## src/rtl/jtag_tunnel_bridge.sv

```systemverilog
// jtag_tunnel_bridge: decodes UJTAG user-DR frames into per-target JTAG shifts.
// Define JTAG_TUNNEL_RST_CTRL_EN to add the per-target TRST control register.
module jtag_tunnel_bridge #(
    parameter int         NUM_TGT          = 2,
    parameter logic [7:0] IR_CODE_BASE     = 8'h55,
    parameter int         LEN_W            = 6,
    parameter bit         TRST_ACTIVE_HIGH = 1'b1
) (
    input  logic               TCK,
    input  logic               TRSTB,
    input  logic [7:0]         UIREG,
    input  logic               UDRCAP,
    input  logic               UDRSH,
    input  logic               UDRUPD,
    input  logic               UTDI,
    output logic               UTDO,
    input  logic [NUM_TGT-1:0] TGT_TDO,
    output logic [NUM_TGT-1:0] TGT_TCK_EN,
    output logic [NUM_TGT-1:0] TGT_TMS,
    output logic [NUM_TGT-1:0] TGT_TDI,
    output logic [NUM_TGT-1:0] TGT_TRST,
    output logic               BUSY
);
    localparam int SW = (NUM_TGT > 1) ? $clog2(NUM_TGT) : 1;
    localparam logic [LEN_W-1:0] ONE = LEN_W'(1);
    localparam logic [LEN_W-1:0] HDR_LAST = LEN_W'(LEN_W);
    localparam logic [NUM_TGT-1:0] TRST_OFF = TRST_ACTIVE_HIGH ? '0 : '1;

    typedef enum logic [1:0] {IDLE, HDR, PAYLOAD, TRAIL} state_t;

    state_t             state_q;
    logic [SW-1:0]      sel_q;
    logic [LEN_W-1:0]   cnt_q;
    logic [LEN_W-1:0]   len_q;
    logic [LEN_W-1:0]   len_nxt;
    logic               tms_last_q;
    logic [NUM_TGT-1:0] en_q;
    logic [NUM_TGT-1:0] tms_q;
    logic [NUM_TGT-1:0] tdi_q;
    logic [NUM_TGT-1:0] trst_q;
    logic               utdo_q;
    logic               busy_q;

    logic [7:0]         sel_off;
    logic               tgt_ok;
    logic [NUM_TGT-1:0] sel_oh;
    logic               tdo_sel;
    logic               last_bit;

    assign sel_off  = UIREG - IR_CODE_BASE;
    assign tgt_ok   = sel_off < 8'(NUM_TGT);
    assign sel_oh   = NUM_TGT'(1) << sel_q;
    assign tdo_sel  = |(TGT_TDO & sel_oh);
    assign last_bit = cnt_q == (len_q - ONE);

    // Length arrives LSB first, so shift in from the top.
    always_comb begin
        len_nxt = len_q >> 1;
        len_nxt[LEN_W-1] = UTDI;
    end

`ifdef JTAG_TUNNEL_RST_CTRL_EN
    localparam logic [7:0] CTRL_IR = 8'(IR_CODE_BASE + NUM_TGT);

    logic               ctrl_q;
    logic [NUM_TGT-1:0] shreg_q;
    logic [NUM_TGT-1:0] shreg_nxt;

    always_comb begin
        shreg_nxt = shreg_q >> 1;
        shreg_nxt[NUM_TGT-1] = UTDI;
    end
`else
    always_ff @(posedge TCK) begin
        trst_q <= TRSTB ? TRST_OFF : ~TRST_OFF;
    end
`endif

    always_ff @(posedge TCK) begin
        if (!TRSTB) begin
            state_q    <= IDLE;
            sel_q      <= '0;
            cnt_q      <= '0;
            len_q      <= '0;
            tms_last_q <= 1'b0;
            en_q       <= '0;
            tms_q      <= '0;
            tdi_q      <= '0;
            utdo_q     <= 1'b0;
            busy_q     <= 1'b0;
`ifdef JTAG_TUNNEL_RST_CTRL_EN
            ctrl_q     <= 1'b0;
            shreg_q    <= '0;
            trst_q     <= TRST_OFF;
`endif
        end else begin
            en_q   <= '0;
            tms_q  <= '0;
            busy_q <= 1'b0;
            utdo_q <= 1'b0;
            if (UDRUPD) begin
                state_q <= IDLE;
`ifdef JTAG_TUNNEL_RST_CTRL_EN
                if (ctrl_q)
                    trst_q <= shreg_q ^ TRST_OFF;
                ctrl_q <= 1'b0;
`endif
            end else if (UDRCAP) begin
                state_q <= tgt_ok ? HDR : IDLE;
                if (tgt_ok)
                    sel_q <= sel_off[SW-1:0];
                cnt_q <= '0;
                len_q <= '0;
`ifdef JTAG_TUNNEL_RST_CTRL_EN
                ctrl_q  <= UIREG == CTRL_IR;
                shreg_q <= trst_q ^ TRST_OFF;
`endif
            end else if (UDRSH) begin
                unique case (state_q)
                    HDR: begin
                        cnt_q <= cnt_q + ONE;
                        if (cnt_q == '0)
                            tms_last_q <= UTDI;
                        else
                            len_q <= len_nxt;
                        if (cnt_q == HDR_LAST) begin
                            cnt_q   <= '0;
                            state_q <= (len_nxt != '0) ? PAYLOAD : TRAIL;
                        end
                    end
                    PAYLOAD: begin
                        en_q   <= sel_oh;
                        busy_q <= 1'b1;
                        utdo_q <= tdo_sel;
                        tdi_q  <= UTDI ? (tdi_q | sel_oh) : (tdi_q & ~sel_oh);
                        cnt_q  <= cnt_q + ONE;
                        if (last_bit) begin
                            tms_q   <= tms_last_q ? sel_oh : '0;
                            state_q <= TRAIL;
                        end
                    end
                    IDLE: ;
                    TRAIL: ;
                endcase
`ifdef JTAG_TUNNEL_RST_CTRL_EN
                if (ctrl_q) begin
                    shreg_q <= shreg_nxt;
                    utdo_q  <= shreg_q[0];
                end
`endif
            end else if (state_q == PAYLOAD) begin
                // Pause-DR: keep the frame alive without clocking the target.
                busy_q <= cnt_q != '0;
                utdo_q <= utdo_q;
            end
        end
    end

    assign UTDO       = utdo_q;
    assign TGT_TCK_EN = en_q;
    assign TGT_TMS    = tms_q;
    assign TGT_TDI    = tdi_q;
    assign TGT_TRST   = trst_q;
    assign BUSY       = busy_q;

endmodule

```

## config.mk

```make
export PLATFORM = sky130hd
export DESIGN_NAME = jtag_tunnel_bridge
export DESIGN_NICKNAME = d
export VERILOG_FILES = /design/src/rtl/jtag_tunnel_bridge.sv
export SDC_FILE = /design/constraint.sdc
export NUM_CORES = 1
export LEC_CHECK = 0
export ABC_AREA = 1
export CAP_MARGIN = 25
export CORE_MARGIN = 1.5
export CORE_UTILIZATION = 50
export CTS_CLUSTER_SIZE = 20
export DETAILED_ROUTE_END_ITERATION = 8
export DONT_BUFFER_PORTS = 1
export PLACE_DENSITY = 0.74
export SLEW_MARGIN = 20
export SYNTH_ARGS = -nofsm -noshare
export SYNTH_HDL_FRONTEND = slang
export SYNTH_SLANG_ARGS = --single-unit
```

## constraint.sdc

```tcl
create_clock -name TCK -period 2.1 [get_ports TCK]
set_input_delay 0.21 -clock TCK [delete_from_list [all_inputs] [get_ports TCK]]
set_output_delay 0.21 -clock TCK [all_outputs]
set_load 0.02 [all_outputs]
```

==> insert_results.sql <==
INSERT INTO impl_metrics (metric_group, metric, value, unit) VALUES
('run_status', 'status', 'finished, final reports clean', ''),
('grt', 'grt_pass1_wl', '4800', 'um'),
('floorplan', 'dieWidth', '56.7', 'um'),
('power', 'p_leak', '0.639', 'nW'),
('timing', 'finClkSkew', '0.00589', 'ns'),
('detailed_routing', 'vias_per_cell', '5.28', ''),
('logic_synthesis', 'yosysTopAreaCell', 'sky130_fd_sc_hd__dfxtp_1', ''),
('cells_and_area', 'antenna_cells', '0', ''),
('critical_path', 'largest_fanout_on_the_critical_path', '4', ''),
('critical_path', 'worst_ep_required_time', '2.34', 'ns'),
('grt', 'grt_antenna_before_repair', '0', ''),
('clocking', 'ctsResizeCount', '0', ''),
('clocking', 'clk_pin_slew_worst_paths', '0.14', 'ns'),
('timing', 'timing.final.max_slew_violations', '0', ''),
('logic_synthesis', 'seq_cells_post_synth', '25', ''),
('grt', 'grt_pass1_vias', '1132', ''),
('power', 'worst_ir_drop_vdd', '0.542', 'mV'),
('timing', 'final-setup-viol-count', '0', ''),
('cells_and_area', 'stdcell_area', '1470', 'um2'),
('timing', 'fin_tns_setup', '0', 'ns'),
('floorplan', 'ios', '26', ''),
('timing', 'final.min_clock_period', '1.67', 'ns'),
('logic_synthesis', 'synth.net_count', '234', ''),
('floorplan', 'initial_core_util', '52.7', '%'),
('clocking', 'post_cts_hold_buffer_count', '0', ''),
('clocking', 'cts_tree', 'done', ''),
('detailed_routing', 'detail_route.drc_violations', '0', ''),
('critical_path', 'cpMostUsedCell', 'sky130_fd_sc_hd__nand2_1', ''),
('critical_path', 'critical_path.endpoint_type', 'flip-flop', ''),
('clocking', 'number_of_clock_sinks', '25', ''),
('floorplan', 'die_ar', '3210', 'um2'),
('placed_design', 'buffer_ports.inserted', '0', ''),
('power', 'pd_cells', '569', 'nW/um2'),
('grt', 'global_route.usage.total', '18.8', '%'),
('critical_path', 'reg2reg_setup_slack', '0.43', 'ns'),
('placed_design', 'gp_congestion', '0.808', ''),
('floorplan', 'core_region_area', '2730', 'um2'),
('critical_path', 'slowest_stage', 'sky130_fd_sc_hd__dfxtp_1', ''),
('cells_and_area', 'fin_nets', '235', ''),
('placed_design', 'placement.setup.worst_slack', '0.471', 'ns'),
('grt', 'grt_max_degree', '15', ''),
('timing', 'max_freq', '598', 'MHz'),
('placed_design', 'detailed_place_hpwl', '2280', 'um'),
('logic_synthesis', 'synth.cell_area', '1440', 'um2'),
('timing', 'period_share', '79.7', '%'),
('logic_synthesis', 'postSynthAreaPerCell', '6.76', 'um2'),
('critical_path', 'crit_path_max_incr_delay', '0.37', 'ns'),
('critical_path', 'cp_data_arrival_time', '1.91', 'ns'),
('timing', 'worst_pin_slew', '0.435', 'ns'),
('clocking', 'worstSkewPairLatency', '0.33', 'ns'),
('logic_synthesis', 'post_synth_main_area_contributors', 'sky130_fd_sc_hd__dfxtp_1 (35%), sky130_fd_sc_hd__nand2_1 (13%), sky130_fd_sc_hd__nor2_1 (8.6%)', ''),
('timing', 'post-route-worst-setup-slack', '0.427', 'ns'),
('detailed_routing', 'wl', '2890', 'um'),
('detailed_routing', 'ant_nets', '0', ''),
('logic_synthesis', 'postSynthCellCount', '213', ''),
('worst_hold_path', 'min_path_type', 'input pin to flip-flop', ''),
('run', 'reported_max_cap_violation_count', '0', ''),
('clocking', 'max-clock-path-buffers', '2', ''),
('floorplan', 'fp.dieH', '56.7', 'um'),
('logic_synthesis', 'ys_seq_area_share', '34.8', '%'),
('detailed_routing', 'number_of_drc_violations_after_detailed_routing_iteration_0', '48', ''),
('logic_synthesis', 'ys_types', '30', ''),
('detailed_routing', 'route.vias.total', '1289', ''),
('logic_synthesis', 'ys_warn_count', '0', ''),
('timing', 'rsz0062_at_grt', 'no', ''),
('clocking', 'ctsHtreeMaxLevel', '1', ''),
('logic_synthesis', 'post-synth-top-area-fraction', '34.8', '%'),
('timing', 'slew_headroom', '71.0', '%'),
('floorplan', 'num_rows', '19', ''),
('clocking', 'cts_inserted_buffers', '3', ''),
('critical_path', 'path_cells', 'inv_1 > ha_1 > inv_1 > nand2_1 > nand2_1 > nor2_1 > nand3_1 > nor2_1 > nand2_1 > nand2_2 > nand3_1 > nand2_1 > nor2_1', ''),
('cells_and_area', 'final_layout_size_suffix_gt1_share', '8.45', '%'),
('grt', 'grt_overflow_total', '0', ''),
('timing', 'hold_violations', '0', ''),
('detailed_routing', 'dr.pass1.iters', '4', ''),
('cells_and_area', 'syn2layout_area_growth', '2.26', '%'),
('placed_design', 'placed_area', '1450', 'um2'),
('detailed_routing', 'avgRoutedWirePerCell', '11.9', 'um'),
('clocking', 'cts_setup_buffers', '0', ''),
('critical_path', 'critical_path.startpoint_type', 'flip-flop', ''),
('clocking', 'cts-root-buf', 'sky130_fd_sc_hd__clkbuf_4', ''),
('critical_path', 'critical_path_type', 'flip-flop to flip-flop', '');
==> flip-flops by register name, summed over array words and instances (netlist names), 2 cells and up, named ones only <==
register    cells
len_q           6
state_q         2
TGT_TMS         2
cnt_q           6
TGT_TCK_EN      2
==> report_power, final <==
group          leakage [nW]  switching [W]  internal (W)
clock                0.0177       0.000146     0.0000715
combinational         0.418      0.0000774     0.0000444
sequential            0.203      0.0000134      0.000485
total                 0.639       0.000237      0.000601
==> cells in the mapped netlist <==
cell	instances
sky130_fd_sc_hd__a31oi_1	1
sky130_fd_sc_hd__a211oi_2	1
sky130_fd_sc_hd__nor2_2	2
sky130_fd_sc_hd__nor2_4	1
sky130_fd_sc_hd__nand2_2	4
sky130_fd_sc_hd__clkbuf_1	1
sky130_fd_sc_hd__inv_2	3
sky130_fd_sc_hd__inv_1	29
sky130_fd_sc_hd__dfxtp_1	25
sky130_fd_sc_hd__o21bai_1	1
sky130_fd_sc_hd__nand4_1	4
sky130_fd_sc_hd__xnor2_1	1
sky130_fd_sc_hd__nor3_1	4
sky130_fd_sc_hd__o21ai_0	2
sky130_fd_sc_hd__nand2_1	50
sky130_fd_sc_hd__nand3_1	12
sky130_fd_sc_hd__a311oi_1	2
sky130_fd_sc_hd__ha_1	5
sky130_fd_sc_hd__o21bai_4	1
sky130_fd_sc_hd__xor2_1	1
sky130_fd_sc_hd__o31ai_1	2
sky130_fd_sc_hd__buf_4	1
sky130_fd_sc_hd__a211oi_1	6
sky130_fd_sc_hd__o21ai_2	1
sky130_fd_sc_hd__a21oi_1	15
sky130_fd_sc_hd__nor3_2	1
sky130_fd_sc_hd__nor4_1	1
sky130_fd_sc_hd__buf_6	2
sky130_fd_sc_hd__nor3b_1	1
sky130_fd_sc_hd__nor2_1	33
==> cells by family (layout without fill, tap and decap cells) <==
family          Yosys count  in the layout  synth area share, %
fa+ha+maj                 5              5                 4.34
xor+xnor                  2              2                 1.22
simple gates            113            113                 34.0
buf+inv                  36             36                 10.7
compound gates           32             32                 15.0
flops                    25             25                 34.8
==> final timing paths <==
kind,from,end,cells past startpoint
max,len_q[0],state_q[0],13
min,TRSTB,cnt_q[5],2
max reg2reg,len_q[0],state_q[0],13
min reg2reg,state_q[1],state_q[1],2
==> placed cells by master, fill, tap and decap left out, drive strengths merged, types with 4 or more instances in the layout <==
master and instances:
nand2 54, nor2 36, inv 32, dfxtp 25, a21oi 15, nand3 12
a211oi 7, ha 5, nor3 5, nand4 4
==> layer usage <==
| metal | routed length [um] | GRT usage [%] |
|---|---|---|
| met5 | 0 | 0 |
| met4 | 32 | 5.44 |
| met3 | 226 | 3.92 |
| met2 | 1200 | 28.1 |
| met1 | 1430 | 27.1 |
==> critical path: cells and delay by family (launching register included) <==
kind	cells	cell delay (ns)
buffers and inverters	2	0.14
and+or+nand+nor	10	0.77
DFF	1	0.37
adders and majority gates	1	0.31
==> stage by stage <==
stage / instances / hold WS [ns] / power (W) / utilization (%)
floorplan: 213 / 0.323 / 0.000615 / -
global placement: 240 / 0.340 / 0.000628 / 52.9
global route: 244 / 0.00437 / 0.000881 / 53.9
finish: 244 / 0.00460 / 0.000838 / 53.9
detailed placement: 240 / 0.351 / 0.000630 / 52.9
CTS: 244 / 0.00172 / 0.000843 / 53.9
==> cell type report <==
class	count	area [um2]
Fill cell	282	1260
Multi-Input combinational cell	152	786
Sequential cell	25	500
Inverter	32	120
Tap cell	31	38.8
Clock buffer	3	22.5
Clock inverter	1	5.00
No activity file was read; power rests on OpenSTA's default activity.
